<file path="src/rtl/digit_entry_ctrl.sv">
`default_nettype none
// ============================================================================
// Module   : digit_entry_ctrl
// Purpose  : Multi-digit guess entry controller. Per-digit inc/dec buttons
//            edit a live entry. A confirm edge locks the entry into a guess
//            that is offered through a valid/ready handshake. Accepted
//            guesses are counted with saturation.
// Ports    : clk          - system clock, all state on rising edge
//            restart      - asynchronous active-high reset
//            max_digits   - number of enabled digits (difficulty)
//            inc_btn      - per-digit increment buttons (level)
//            dec_btn      - per-digit decrement buttons (level)
//            confirm      - lock-in button (level)
//            guess_ready  - consumer ready for the locked guess
//            entry_digits - live digits, digit i at [i*DIGIT_W +: DIGIT_W]
//            guess_digits - locked guess, same packing
//            guess_valid  - locked guess offered
//            guess_count  - accepted guesses since reset (saturating)
// Config   : DIGIT_AUTOREPEAT_EN - when defined, held buttons auto-repeat
//            after REPEAT_DLY cycles, then every REPEAT_PER cycles.
// Revision : 1.0 - initial release
// ============================================================================
module digit_entry_ctrl #(
   parameter int NUM_DIGITS = 3,
   parameter int DIGIT_W    = 4,
   parameter int MAX_VAL    = 9,
   parameter int CNT_W      = 8,
   parameter int REPEAT_DLY = 25000000,
   parameter int REPEAT_PER = 5000000
) (
   input  logic                            clk,
   input  logic                            restart,
   input  logic [$clog2(NUM_DIGITS+1)-1:0] max_digits,
   input  logic [NUM_DIGITS-1:0]           inc_btn,
   input  logic [NUM_DIGITS-1:0]           dec_btn,
   input  logic                            confirm,
   input  logic                            guess_ready,
   output logic [NUM_DIGITS*DIGIT_W-1:0]   entry_digits,
   output logic [NUM_DIGITS*DIGIT_W-1:0]   guess_digits,
   output logic                            guess_valid,
   output logic [CNT_W-1:0]                guess_count
);

   localparam logic [DIGIT_W-1:0] c_MAX     = DIGIT_W'(MAX_VAL);
   localparam logic [CNT_W-1:0]   c_CNT_SAT = '1;

   typedef enum logic [0:0] {
      ST_EDIT  = 1'b0,
      ST_OFFER = 1'b1
   } state_t;

   state_t                        r_state;
   logic [NUM_DIGITS-1:0]         r_inc_prev;
   logic [NUM_DIGITS-1:0]         r_dec_prev;
   logic                          r_conf_prev;
   // Low for the first cycle after reset so a button already held at
   // release is sampled into the history instead of counting as an edge.
   logic                          r_armed;
   logic [NUM_DIGITS*DIGIT_W-1:0] r_entry;
   logic [NUM_DIGITS*DIGIT_W-1:0] r_guess;
   logic                          r_valid;
   logic [CNT_W-1:0]              r_count;

   logic [NUM_DIGITS-1:0]         w_en;
   logic [NUM_DIGITS-1:0]         w_inc_edge;
   logic [NUM_DIGITS-1:0]         w_dec_edge;
   logic [NUM_DIGITS-1:0]         w_rpt_inc;
   logic [NUM_DIGITS-1:0]         w_rpt_dec;
   logic [NUM_DIGITS-1:0]         w_step_inc;
   logic [NUM_DIGITS-1:0]         w_step_dec;
   logic                          w_conf_edge;
   logic [NUM_DIGITS*DIGIT_W-1:0] w_entry_masked;
   logic [NUM_DIGITS*DIGIT_W-1:0] w_next_digits;

   assign w_inc_edge  = inc_btn & ~r_inc_prev & {NUM_DIGITS{r_armed}};
   assign w_dec_edge  = dec_btn & ~r_dec_prev & {NUM_DIGITS{r_armed}};
   assign w_conf_edge = confirm & ~r_conf_prev & r_armed;

   assign w_step_inc  = (w_inc_edge | w_rpt_inc) & w_en;
   assign w_step_dec  = (w_dec_edge | w_rpt_dec) & w_en;

   generate
      for (genvar gi = 0; gi < NUM_DIGITS; gi++) begin : g_digit
         logic [DIGIT_W-1:0] w_cur;
         logic [DIGIT_W-1:0] w_nxt;

         // max_digits above NUM_DIGITS simply enables every digit.
         assign w_en[gi] = (32'(max_digits) > gi);
         assign w_cur    = r_entry[gi*DIGIT_W +: DIGIT_W];
         assign w_entry_masked[gi*DIGIT_W +: DIGIT_W] = w_en[gi] ? w_cur : '0;

         // Opposing steps on the same digit cancel.
         always_comb begin
            w_nxt = w_cur;
            if (!w_en[gi]) begin
               w_nxt = '0;
            end else if (w_step_inc[gi] && !w_step_dec[gi]) begin
               w_nxt = (w_cur >= c_MAX) ? '0 : w_cur + 1'b1;
            end else if (w_step_dec[gi] && !w_step_inc[gi]) begin
               w_nxt = ((w_cur == '0) || (w_cur > c_MAX)) ? c_MAX : w_cur - 1'b1;
            end
         end

         assign w_next_digits[gi*DIGIT_W +: DIGIT_W] = w_nxt;
      end
   endgenerate

   always_ff @(posedge clk or posedge restart) begin
      if (restart) begin
         r_state     <= ST_EDIT;
         r_inc_prev  <= '0;
         r_dec_prev  <= '0;
         r_conf_prev <= 1'b0;
         r_armed     <= 1'b0;
         r_entry     <= '0;
         r_guess     <= '0;
         r_valid     <= 1'b0;
         r_count     <= '0;
      end else begin
         // History is tracked in every state so nothing held through OFFER
         // looks like a fresh press on return to EDIT.
         r_inc_prev  <= inc_btn;
         r_dec_prev  <= dec_btn;
         r_conf_prev <= confirm;
         r_armed     <= 1'b1;
         case (r_state)
            ST_EDIT: begin
               if (w_conf_edge) begin
                  // Lock the pre-update entry; button edges this cycle are lost.
                  r_guess <= w_entry_masked;
                  r_valid <= 1'b1;
                  r_state <= ST_OFFER;
               end else begin
                  r_entry <= w_next_digits;
               end
            end
            ST_OFFER: begin
               if (r_valid && guess_ready) begin
                  r_valid <= 1'b0;
                  r_state <= ST_EDIT;
                  if (r_count != c_CNT_SAT) begin
                     r_count <= r_count + 1'b1;
                  end
               end
            end
            default: r_state <= ST_EDIT;
         endcase
      end
   end

`ifdef DIGIT_AUTOREPEAT_EN
   localparam int c_RPT_MAX = (REPEAT_DLY > REPEAT_PER) ? REPEAT_DLY : REPEAT_PER;
   localparam int c_RPT_W   = $clog2(c_RPT_MAX + 1);

   // r_rpt_cnt counts cycles since the last step; zero means disarmed, so a
   // button still held when returning from OFFER never starts repeating.
   logic [c_RPT_W-1:0]    r_rpt_cnt;
   logic                  r_rpt_phase;
   logic [NUM_DIGITS-1:0] w_inc_held;
   logic [NUM_DIGITS-1:0] w_dec_held;
   logic                  w_new_edge;
   logic                  w_any_held;
   logic                  w_rpt_active;
   logic                  w_rpt_fire;

   assign w_inc_held   = inc_btn & r_inc_prev & w_en;
   assign w_dec_held   = dec_btn & r_dec_prev & w_en;
   assign w_new_edge   = |((w_inc_edge | w_dec_edge) & w_en);
   assign w_any_held   = |(w_inc_held | w_dec_held);
   assign w_rpt_active = (r_state == ST_EDIT) && !w_conf_edge;
   assign w_rpt_fire   = w_rpt_active && !w_new_edge && w_any_held &&
                         (r_rpt_cnt != '0) &&
                         (r_rpt_phase ? (r_rpt_cnt == c_RPT_W'(REPEAT_PER))
                                      : (r_rpt_cnt == c_RPT_W'(REPEAT_DLY)));
   assign w_rpt_inc    = w_rpt_fire ? w_inc_held : '0;
   assign w_rpt_dec    = w_rpt_fire ? w_dec_held : '0;

   always_ff @(posedge clk or posedge restart) begin
      if (restart) begin
         r_rpt_cnt   <= '0;
         r_rpt_phase <= 1'b0;
      end else if (!w_rpt_active || (!w_new_edge && !w_any_held)) begin
         r_rpt_cnt   <= '0;
         r_rpt_phase <= 1'b0;
      end else if (w_new_edge) begin
         r_rpt_cnt   <= c_RPT_W'(1);
         r_rpt_phase <= 1'b0;
      end else if (r_rpt_cnt != '0) begin
         if (w_rpt_fire) begin
            r_rpt_cnt   <= c_RPT_W'(1);
            r_rpt_phase <= 1'b1;
         end else begin
            r_rpt_cnt   <= r_rpt_cnt + 1'b1;
         end
      end
   end
`else
   logic w_unused_rpt;
   assign w_rpt_inc    = '0;
   assign w_rpt_dec    = '0;
   assign w_unused_rpt = ^{REPEAT_DLY, REPEAT_PER};
`endif

   assign entry_digits = r_entry;
   assign guess_digits = r_guess;
   assign guess_valid  = r_valid;
   assign guess_count  = r_count;

endmodule
`default_nettype wire

</file>
<file path="config.mk">
export PLATFORM = sky130hd
export DESIGN_NAME = digit_entry_ctrl
export DESIGN_NICKNAME = d
export VERILOG_FILES = /design/src/rtl/digit_entry_ctrl.sv
export SDC_FILE = /design/constraint.sdc
export NUM_CORES = 1
export LEC_CHECK = 0
export ABC_AREA = 1
export BUFFER_PORTS_ARGS = -buffer_cell sky130_fd_sc_hd__buf_2
export CORE_ASPECT_RATIO = 0.5
export CORE_MARGIN = 3
export CORE_UTILIZATION = 58
export CTS_BUF_LIST = sky130_fd_sc_hd__clkbuf_4 sky130_fd_sc_hd__clkbuf_8
export DETAILED_ROUTE_END_ITERATION = 12
export PLACE_DENSITY = 0.92
export SLEW_MARGIN = 0
export SYNTH_ARGS = -nofsm -noshare
export SYNTH_HDL_FRONTEND = slang
export SYNTH_SLANG_ARGS = --single-unit
</file>
<file path="constraint.sdc">
create_clock -name clk -period 1.85 [get_ports clk]
set_input_delay 0.185 -clock clk [delete_from_list [all_inputs] [get_ports clk]]
set_output_delay 0.185 -clock clk [all_outputs]
set_load 0.02 [all_outputs]
</file>
### Word-level counts from Yosys, hierarchy flattened

Cells that the tools add are included.

* add/sub/neg operators: 7
* $lt $le $gt $ge: 9
* equal/unequal tests: 6
* mux-type cells: 24
* bitwise operators: 13
* reductions and logical operators: 25

Operators with widths (number)
* 4-bit two-way mux: 18
* 3-bit AND: 6
* 4-bit by 1-bit adder with 4-bit output (second input constant): 3
* 4-bit >= comparator (second input constant): 3
* 4-bit greater-than comparator (second input constant): 3
* 4-bit logical NOT: 3
* 3-bit AND reduction: 4
* 4-bit by 1-bit subtractor with 4-bit output (second input constant): 3
* 3-bit by 1-bit != test with 1-bit output (second input constant): 3
* 8-bit by 1-bit adder with 8-bit output (second input constant): 1
* 8-bit != test (second input constant): 1
* 1-bit logical AND: 7
* 1-bit logical NOT: 6
* 3-bit NOT: 2
* 2-bit by 1-bit greater-than comparator with 1-bit output (second input constant): 2
* 1-bit two-way mux: 4
* 1-bit one-hot mux with 2 select lines: 2
* 2-bit AND reduction: 2
* 1-bit logical OR: 3
* 1-bit NOT: 3
* 1-bit AND: 2
* 2-bit greater-than comparator (second input constant): 1
* 2-bit by 1-bit != test with 1-bit output (second input constant): 1
* 2-bit != test (second input constant): 1

* register bits: 42
* word-level logic and storage cells: 95

### Logic depth before layout (Yosys ltp)

* depth after elaboration: 9
* depth in mapped cells: 10

### Worst setup path before layout

OpenSTA, ideal clock, no wires.

* path kind: reg2reg
* start point: register r_entry[8] (netlist: entry_digits[8])
* end point: register r_entry[11] (netlist: entry_digits[11])
* library setup time: 0.117 ns
* arrival time: 1.397 ns
* path slack: 0.336 ns
* stages on the path, launching flop included: 11
* path buffers: 0
* clock period less this slack: 1.514 ns
* cell sequence: dfrtp_1 > inv_1 > ha_1 > nand2_1 > nand2_1 > nand2_1 > nor2_1 > nor2_1 > nor2_1 > nand2_1 > nand2_1

* longest elaborated chain between the ends: 6
* elaborated cells on any way between the ends: 11

Ends and longest elaborated chain
* from (decl): RTL line 59 `logic [NUM_DIGITS*DIGIT_W-1:0] r_entry;`
* from (signal assigned): RTL line 134 `r_entry <= w_next_digits;`
* 4-bit greater-than comparator or 4-bit logical NOT (tied branches): RTL line 100 `w_nxt = ((w_cur == '0) || (w_cur > c_MAX)) ? c_MAX : w_cur - 1'b1;`
* 1-bit logical OR: RTL line 100
* 4-bit two-way mux: RTL line 100
* 4-bit two-way mux: RTL line 99 `end else if (w_step_dec[gi] && !w_step_inc[gi]) begin`
* 4-bit two-way mux (*): RTL line 97 `end else if (w_step_inc[gi] && !w_step_dec[gi]) begin`
* 4-bit two-way mux (*): RTL line 95 `if (!w_en[gi]) begin`

Mark *: on every way between the ends. The rest lies on a longest branch, timed or not. The select of a mux whose other input is x is not followed.
A chain may end at the register's enable or synchronous reset.

### Final worst setup path

* start point: register r_entry[4] (netlist: entry_digits[4])
* end point: register r_entry[5] (netlist: entry_digits[5])

The elaborated chain is that of the path after synthesis.

==> results.md <==
- Resized cells post-CTS: 0
- CP delay by family, top: simple AND/OR/NAND/NOR gates
- PwrDens: approximately 1600 nW/um^2
- Final non-filler cell total: between 400 and 500
- Maximum net fanout on the critical path: 8
- First-pass GRT wire length: 9.99 mm
- Hold_buf cts: 0
- Setup_tns: 0 ns
- Pin count of the biggest net entering global routing: between 40 and 50
- Mapped Area: 2630 um^2
- Setup Skew: about 0.0076 ns
- Worst Path Required: about 2.1 ns
- WS Path Type: register to register
- Mapped Cells: between 300 and 400
- Max frequency: approximately 0.62 GHz
- # IOs: 45
- Setup-failing EPs final: 0
- Number of global-route vias before repair: about 2.2k
- Syn-to-layout area delta: 12.6%
- Post-synth top flop: dfrtp_1
- HP Class: input pin to asynchronous set/reset pin
- CP max stage cell: dfrtp_1
- Post-synth ARST share: between 90% and 100%
- Crit. End Element: register
- Via count: between 2k and 2.5k
- Cells after DPL: 443
- Routed wire per std cell: about 13 um
- CTS tree: built
- Slew @ Worst Pin: roughly 0.52 ns
- Max-slew violations: 0
- Ys Warns: 0
- Leak: about 1.7 nW
- Metal3 WL: 373 um
- R2R Setup Slk: approximately 0.23 ns
- DRT antenna net count: 0
- Chip width: 101 um
- CP arrival: 1.82 ns
- CTS Buf Count: 5
- Largest buffer count on any clock path: 2
- RSZ-0062 raised after global routing: false
- Metal2 WL: roughly 2.9 mm
- Post-synthesis sequential area ratio: 40.0%
- CTS sink cnt: 42
- CTS root buf: clkbuf_8
- CP startpoint: entry_digits[4]$_DFFE_PP0P_
- Synth Register Bits: 42
- Rows: 16
- Initial core utilization: between 60% and 70%
- Final hold vios: 9
- CTS clk-pin slew, worst paths: roughly 0.090 ns
- Worst reg2reg path startpoint: entry_digits[4]$_DFFE_PP0P_
- Crit-path cells: inv_1 > ha_1 > nand2_1 > nand3_1 > nand2_1 > o21ai_0 > nand3_1 > nand2_1
- H-tree Lvls: 2
- Gpl congestion: 0.913
- Die height: 53.6 um
- Post-CTS Setup Bufs: 0
- Final Util: a little under three quarters
- Avg Inst Size Synth: ~7.4 um^2
- Post-synth EDFFs: 0
- Leading post-synthesis cells by cell area: dfrtp_1, nand2_1, nand3_1
- DRT Wirelength: ~6.0 mm
- Distinct cells, synth: 29
- Core Area: slightly above 4000 um^2
- Failing checks: hold timing
- Synth top area share: 40.0%
- GRT Total Usage: 23.3%
- Max-Cap Viols: 0
- I/O Buffers: 44
- Top-count cell post-synth: nand2_1
- DRT Pass-1 Iters: 5
- Worst-Skew Late Latency: 0.31 ns
- Largest stage delay, worst path: 0.50 ns
- DR top layer: met4
- CP most frequent cell: nand2_1
- N_diodes: 0
- Commonest cells post-synth: nand2_1, nand3_1, dfrtp_1, inv_1, nor2_1
- Remaining DRCs: 0
- Post-synth top area cell: dfrtp_1
- Drt first-iter violations: 131
- Routed metal-1 wirelength: roughly 2.6 mm
- Fin nets: 420
- DR vias/cell: roughly 5.4
- Final min period: 1.62 ns
- Initial antenna violation count: 0
- Startpoint type of the worst setup path: register
- Filler cell count: about 310
- DPL Wire Length: 4.38 mm
- Total design power: between 4 and 5 mW
- Status: complete, but fails checks
- Critical path buffer and inverter count: 1
- Mapped Nets: 378
- Final period util: approximately 87%
- Hold slack: -0.00423 ns
- Die area: about 5400 um^2
- VDD IR max: 0.665 mV
- Grt ovf: 0
- Share of cells above drive strength 1: 19.6%
- Slew HR: about 65%
[through the flow]
step	area, um^2	setup slack [ns]	hold WS [ns]
final	2960	0.234	-0.00423
after floorplan	2630	0.336	0.216
after global routing	2960	0.0612	0.00785
after CTS	2960	0.245	0.00835
after global placement	2850	0.297	0.312
after detailed placement	2850	0.279	0.312
[report_power, final]
part | total [mW] | switching [mW] | internal [mW]
clock | 0.761 | 0.343 | 0.418
sequential | 1.63 | 0.438 | 1.19
combinational | 2.26 | 1.46 | 0.800
total | 4.65 | 2.24 | 2.41
[worst min-delay path: cells and delay by family]
kind	cells	cell delay [ns]
buf+inv	3	0.58
[area by class of cell]
class,count,area (um^2),share of cell area [%]
Clock buffer,6,76.3,2.58
Timing Repair Buffer,45,228,7.69
Clock inverter,2,37.5,1.27
Sequential cell,42,1050,35.5
Tap cell,54,67.6,2.28
Inverter,45,169,5.71
Multi-Input combinational cell,257,1330,45.0
[registers in the layout (all words and copies together), names as in the netlist]
signal / count
r_dec_prev: 3
r_armed: 1
guess_digits: 12
r_inc_prev: 3
entry_digits: 12
guess_count: 8
guess_valid: 1
r_state: 1
r_conf_prev: 1
[placed cells by master (no fill, tap or decap), drive strengths merged, types with 2 or more instances in the layout]
master    n
xnor2     3
nand3    55
a21oi     3
buf      45
inv      43
ha       12
o21ai    23
nand4     9
dfrtp    42
clkbuf    6
nor2     35
nand2   107
clkinv    2
xor2      6
[path summary, 6_finish.rpt]
kind / depth (start not counted) / end
min in group clk: 1 / r_dec_prev[1]$_DFF_PP0_
max in group asynchronous: 3 / r_dec_prev[0]$_DFF_PP0_
min reg2reg: 2 / guess_digits[3]$_DFFE_PP0P_
min: 3 / guess_valid$_DFFE_PP0P_
max reg2reg: 8 / entry_digits[5]$_DFFE_PP0P_
max: 8 / entry_digits[5]$_DFFE_PP0P_
[logic make-up after synthesis]
kind of cell | after synthesis | share of synthesized area, %
buffers and inverters | 55 | 9.42
other | 1 | 0.143
AOI/OAI and AO/OA | 27 | 5.38
xor gates and xnor gates | 9 | 3.00
DFF | 42 | 40.0
adders and majority gates | 12 | 5.71
and+or+nand+nor | 208 | 36.4
[per-layer routing]
metal / track usage, % / vias up
li1: - / 1210
met1: 30.8 / 1132
met2: 40.0 / 88
met3: 3.62 / 13
met4: 7.73 / 0
met5: 0 / -
(Power assumes the default switching activity.)
